--- src/rtl/ps2_frame_receiver.sv ---
// PS/2 frame receiver: shifts sampled data bits into a frame, checks start/parity/stop,
// and aborts a stalled partial frame after a watchdog timeout.
module ps2_frame_receiver #(
    parameter int DATA_BITS      = 8,
    parameter int PARITY_EN      = 1,
    parameter int TIMEOUT_CYCLES = 100000,
    parameter int TIMER_W        = 17,
    parameter int CNT_W          = 8,
    localparam int FRAME_BITS    = DATA_BITS + PARITY_EN + 2,
    localparam int BC_W          = $clog2(FRAME_BITS + 1)
) (
    input  logic                 sys_clk,
    input  logic                 reset_n,
    input  logic                 counter_reset,
    input  logic                 counter_en,
    input  logic                 ps2_data,
    output logic                 frame_valid,
    output logic [DATA_BITS-1:0] data_out,
    output logic                 parity_err,
    output logic                 framing_err,
    output logic                 timeout,
    output logic                 busy,
    output logic [BC_W-1:0]      bit_count,
    output logic [CNT_W-1:0]     frame_count
);

    // Output interface: frame_valid and timeout are single-cycle pulses with no
    // backpressure; data_out and the error flags stay stable until the next frame_valid.

    localparam logic [BC_W-1:0]    LAST_BIT = BC_W'(FRAME_BITS - 1);
    localparam logic [TIMER_W-1:0] TMO_LAST = TIMER_W'(TIMEOUT_CYCLES - 1);

    logic [FRAME_BITS-2:0] r_sr;
    logic [BC_W-1:0]       r_bit_count;
    logic [TIMER_W-1:0]    r_timer;
    logic                  r_frame_valid;
    logic [DATA_BITS-1:0]  r_data;
    logic                  r_parity_err;
    logic                  r_framing_err;
    logic                  r_timeout;
    logic [CNT_W-1:0]      r_frame_count;

    logic [FRAME_BITS-1:0] w_frame;
    logic                  w_last;
    logic                  w_par_err;
    logic                  w_frm_err;

    // The frame as it stands after this sample; the final bit comes straight from ps2_data.
    assign w_frame   = {ps2_data, r_sr};
    assign w_last    = (r_bit_count == LAST_BIT);
    assign w_par_err = (PARITY_EN != 0) && !(^w_frame[DATA_BITS+1:1]);
    assign w_frm_err = w_frame[0] | ~w_frame[FRAME_BITS-1];

    always_ff @(posedge sys_clk or negedge reset_n) begin
        if (!reset_n) begin
            r_sr          <= '0;
            r_bit_count   <= '0;
            r_timer       <= '0;
            r_frame_valid <= 1'b0;
            r_data        <= '0;
            r_parity_err  <= 1'b0;
            r_framing_err <= 1'b0;
            r_timeout     <= 1'b0;
            r_frame_count <= '0;
        end else begin
            r_frame_valid <= 1'b0;
            r_timeout     <= 1'b0;
            if (counter_reset) begin
                r_sr        <= '0;
                r_bit_count <= '0;
                r_timer     <= '0;
            end else if (counter_en) begin
                r_sr    <= w_frame[FRAME_BITS-1:1];
                r_timer <= '0;
                if (w_last) begin
                    r_bit_count   <= '0;
                    r_frame_valid <= 1'b1;
                    r_data        <= w_frame[DATA_BITS:1];
                    r_parity_err  <= w_par_err;
                    r_framing_err <= w_frm_err;
                    r_frame_count <= r_frame_count + 1'b1;
                end else begin
                    r_bit_count <= r_bit_count + 1'b1;
                end
            end else if (r_bit_count != '0) begin
                // Watchdog only runs inside a partial frame.
                if (r_timer == TMO_LAST) begin
                    r_bit_count <= '0;
                    r_timer     <= '0;
                    r_timeout   <= 1'b1;
                end else begin
                    r_timer <= r_timer + 1'b1;
                end
            end else begin
                r_timer <= '0;
            end
        end
    end

    assign frame_valid = r_frame_valid;
    assign data_out    = r_data;
    assign parity_err  = r_parity_err;
    assign framing_err = r_framing_err;
    assign timeout     = r_timeout;
    assign busy        = (r_bit_count != '0);
    assign bit_count   = r_bit_count;
    assign frame_count = r_frame_count;

endmodule
--- config.mk ---
export PLATFORM = sky130hd
export DESIGN_NAME = ps2_frame_receiver
export DESIGN_NICKNAME = d
export VERILOG_FILES = /design/src/rtl/ps2_frame_receiver.sv
export SDC_FILE = /design/constraint.sdc
export NUM_CORES = 1
export LEC_CHECK = 0
export CORE_ASPECT_RATIO = 1.4
export CORE_MARGIN = 4
export CORE_UTILIZATION = 25
export CTS_CLUSTER_DIAMETER = 100
export DETAILED_ROUTE_END_ITERATION = 8
export HOLD_SLACK_MARGIN = 0.08
export REMOVE_ABC_BUFFERS = 1
export SKIP_LAST_GASP = 1
export SLEW_MARGIN = 30
export SYNTH_ARGS = -nofsm -noshare
export SYNTH_HDL_FRONTEND = slang
export SYNTH_SLANG_ARGS = --single-unit
--- constraint.sdc ---
create_clock -name sys_clk -period 1.7 [get_ports sys_clk]
set_input_delay 0.255 -clock sys_clk [delete_from_list [all_inputs] [get_ports sys_clk]]
set_output_delay 0.255 -clock sys_clk [all_outputs]
set_load 0.05 [all_outputs]
; Word level (Yosys, flattened, before mapping)
; Cells that the tools add are included.
[word_totals]
regBits = 51
in_bits = 5
out_inout_bits = 25
[op_classes]
n_addsub = 3
eq_ne = 2
reduce_logical = 8
bitwise_logic = 3
muxes = 18
[ops]
columns = operator, n
row1 = $mux 17, 4
row2 = $mux 10, 2
row3 = $mux 4, 5
row4 = $add 17x1->17 const B, 1
row5 = $eq 17x17->1 const B, 1
row6 = $reduce_xor 9->1, 1
row7 = $add 8x1->8 const B, 1
row8 = $mux 1, 7
row9 = $reduce_bool 3->1, 2
row10 = $add 4x1->4 const B, 1
row11 = $eq 4x4->1 const B, 1
row12 = $reduce_bool 4->1, 1
row13 = $reduce_and 3->1, 1
row14 = $not 1->1, 2
row15 = $reduce_and 2->1, 1
row16 = $reduce_bool 2->1, 1
row17 = $logic_not 1->1, 1
row18 = $or 1x1->1, 1

; Longest topological paths before layout
; Gate-level depths: netlist of the first run.
[depth]
word_depth = 5
mapped_depth = 7
mapped_depth_nobuf = 6

; Worst setup path before layout of the first run
; No wires, ideal clock.
[synth_timing]
path_kind = reg-to-reg
start = reg r_bit_count[0], in the netlist bit_count[0]
end = reg r_timer[10]
setup_slack_ns = -0.435
arrival_time_ns = 2.063
required_ns = 1.629
path_stages_with_launch = 8
path_buffers = 1
setup_ns = 0.071
path_cell_list = dfrtp_1 -> inv_1 -> ha_1 -> nor3b_1 -> inv_1 -> nand3_1 -> buf_2 -> nor2_1
[synth_via]
elab_chain_cells = 4
[synth_lines]
columns = element, line
row1 = start: declaration, 34  ; logic [BC_W-1:0] r_bit_count;
row2 = start signal: assignment, 83  ; r_bit_count <= r_bit_count + 1'b1;
row3 = $reduce_bool 4->1, -
row4 = net busy, 22  ; output logic busy,
row5 = $mux 17, 85  ; end else if (r_bit_count != '0) begin
row6 = $mux 17, 72  ; end else if (counter_en) begin
row7 = $mux 17, 68  ; if (counter_reset) begin
row8 = end signal: assignment, 92  ; r_timer <= r_timer + 1'b1;
row9 = end: declaration, 35  ; logic [TIMER_W-1:0] r_timer;
; The timed path passes the listed nets, and every way through them passes these cells.
; A chain may end at the register's enable or synchronous reset.

; Worst setup path in the final report of the first run
[layout_timing]
start = reg r_bit_count[0], in the netlist bit_count[0]
end = reg r_data[7], in the netlist data_out[7]
[layout_via]
elab_chain_cells = 2
[layout_lines]
columns = element, line
row1 = $eq 4x4->1, 50  ; assign w_last = (r_bit_count == LAST_BIT);
row2 = $reduce_and 3->1 (no source line), -
row3 = end signal: assignment, 78  ; r_data <= w_frame[DATA_BITS:1];
row4 = end: declaration, 37  ; logic [DATA_BITS-1:0] r_data;
; No other way between the ends.

==> results.md, run 1 <==
- Average instance area after synthesis: between 10 and 15 um^2
- Power Density: approximately 790 nW/um^2
- Design area: 3030 um^2
- Net count, final: 268
- Worst Path Arrival: 1.79 ns
- Num CTS Buffers: 5
- Core area: a little over 9000 um^2
- Total routed wirelength: between 4000 and 5000 um
- LEAKAGE: 1.42 nW
- Antenna Cells: 0
- Most frequent cells after synthesis: 51 x dfrtp_1, 30 x nor2_1, 16 x xnor2_1
- Outcome: finished clean
- Placed Area: roughly 2800 um^2
- Die Wd: about 90 um
- Final period utilization: roughly 95%
- Seq/Total Area, Yosys: a little over half
- First-pass GRT wire length: 8190 um
- Area Overhead vs Synth: 28.6%
- RSZ-0062 raised after global routing: yes
- Mapped Cells: between 200 and 250
- I/O Pins: 30
- CTS Sinks: approximately 50
- Clock Skew: ~0.002 ns
- Least-Margin Pin Slew: roughly 0.34 ns
- Die H: between 100 and 150 um
- Max rail drop VDD: 497 uV
- Crit start category: register
- Synthesized cell area: about 2400 um^2
- H-tree Lvls: 2
- CP Max Fanout: 8
- Final Util: between 30 and 40%
- CTS tree: yes
- HP Class: register to register
- Final setup violation count: 0
- Skew-Pair Late Insertion Delay: roughly 0.28 ns
- Max Root-Sink Buffers: 2
- Post-synthesis register bit count: 51
- Distinct cells, synth: 40
- Hold Fails Final Rpt: 0
- Total power: roughly 2.4 mW
- Max-slew headroom: approximately 77%
- Top FF cell, synth: dfrtp_1
- Hold path depth: 1
- DRT antenna net count: 0
- Via density: approximately 4.5
- Detailed router's first-iteration violation count: 90
- Fmax: approximately 0.62 GHz
- Pre-antenna DRT Iters: 3
- Tmin final: 1.62 ns
- Die area: 11,100 um^2
- Critical path type: register to register
- Total gr overflow: 0
- Vias in the first global route: roughly 1,700
- Post-synth EDFFs: 0
- DR DRC count: 0
- Cell taking the most area after synthesis: dfrtp_1
- Yosys Warn Count: 0
- Max-slew violation count: 0
- Critical path required time: 1.87 ns
- Pin count of the biggest net entering global routing: 52
- R2R depth: 6
- Ys async rst share: 100%
- Via Count: about 1,600
- Clock transition at path regs: ~0.070 ns
- Clock root buffer: clkbuf_16
- Wire length per cell: 13.0 um
- GP Congestion: about 0.76
- Area share of the largest cell type after synthesis: 54.2%
- Layout filler cell count: 930
- Max_cap viols: 0
- Largest cells by area after synthesis: dfrtp_1 54%, xnor2_1 6.0%, nor2_1 4.8%
- Starting density of the core: between 20% and 30%
- Fraction of layout cells with a size suffix above 1: about a quarter
- Most common cell in the netlist: dfrtp_1
- Critical Path End Type: register
- Detailed Place HPWL: 3480 um
- Rows: 41
- Gr usage total: roughly 9%
- Initial antenna violation count: 0
- PortBufs: 29
## per-layer routing
layer  track usage, %  up-vias  wire length, um
li1                 -      818                -
met1             10.8      805             2100
met2             16.1       19             2510
met3             1.66        5              102
met4             2.87        0               44
met5                0        -                0
## final cells by class
cell class	count	area [um^2]	area share, %
multi-input combinational	143	1030	33.9
clock inverter	3	15.0	0.496
timing repair buffer	49	420	13.9
inverter	8	30.0	0.992
sequential	51	1280	42.1
tap	107	134	4.42
clock buffer	5	125	4.13
## cell usage in the layout, fill, tap and decap left out, drive strengths merged, types with 2 or more instances in the layout
cell and n:
a21oi 5, nand2b 3, buf 45, nand2 8, nor2 31, clkbuf 5
ha 5, nor4 3, nand3 7, nand4 11, or3 3, inv 8
xnor2 16, xor2 10, clkdlybuf4s50 3, and3 3, dfrtp 51, clkinv 3
o21ai 2, mux2i 10, mux2 9, a21o 2
## metrics by stage
step / setup TNS, ns / worst slack [ns] / instances / hold WS, ns
after floorplan: -12.10 / -0.506 / 202 / -0.0406
after global placement: 0 / 0.0190 / 355 / 0.280
after detailed placement: 0 / 0.00313 / 355 / 0.275
after CTS: 0 / 0.0492 / 364 / 0.494
after global routing: -0.138 / -0.0199 / 366 / 0.513
final: 0 / 0.0777 / 366 / 0.488
## critical path: stages (launching register included)
cell and delay [ns]:
dfrtp_1 0.39, inv_2 0.06, ha_1 0.13, nand3b_1 0.20
nor2_2 0.23, buf_6 0.16, mux2_2 0.33
## timing repair
action / 4_1_cts / 5_1_grt
endpoints found under the hold margin: 51 / 0
gates resized for setup: 1 / 5
pin swaps: 0 / 1
buffers inserted: 0 / 2
hold buffers: 1 / 0
setup endpoints to repair: 1 / 15
## final timing paths
| check | from | end | slack (ns) |
|---|---|---|---|
| worst min-delay path | frame_count[7] | frame_count[7] | 0.49 |
| min in group asynchronous | reset_n | r_timer[4] | 0.50 |
| worst max-delay path | bit_count[0] | data_out[7] | 0.08 |
| worst min register to register | frame_count[7] | frame_count[7] | 0.49 |
| worst max register to register | bit_count[0] | data_out[7] | 0.08 |
| max in group asynchronous | reset_n | data_out[0] | 0.97 |
## kinds of logic (layout without fill, tap and decap cells)
group                    after synthesis  after routing  synth area share, %
AND/OR/NAND/NOR                       78             78                 17.5
flip-flops                            51             51                 54.2
XOR/XNOR                              27             27                 10.6
multiplexers                          19             19                 8.56
AO/OA/AOI/OAI                         14             14                 3.83
buffers and inverters                 14             65                 2.60
adder cells (fa/ha/maj)                5              5                 2.66
## state kept, by name, indices dropped and copies added, names as in the netlist
signal       flops
frame_count      8
parity_err       1
timeout          1
r_timer         17
r_sr            10
bit_count        4
data_out         8
frame_valid      1
framing_err      1
## power by group
group          internal, mW  leakage [nW]  switching, mW
logic                0.0786         0.636          0.117
clock network         0.538        0.0733          0.425
registers              1.22         0.707         0.0110
Power figures use the tool's default switching activity.
==> run 2: changes to the inputs <==
--- a/config.mk
+++ b/config.mk
@@ -9,6 +9,7 @@
 export CORE_MARGIN = 4
 export CORE_UTILIZATION = 25
 export CTS_CLUSTER_DIAMETER = 100
+export CTS_CLUSTER_SIZE = 14
 export DETAILED_ROUTE_END_ITERATION = 8
 export HOLD_SLACK_MARGIN = 0.08
 export REMOVE_ABC_BUFFERS = 1
==> results of run 2 <==
No change in the layout: final DEF, timing and power equal those of run 1.
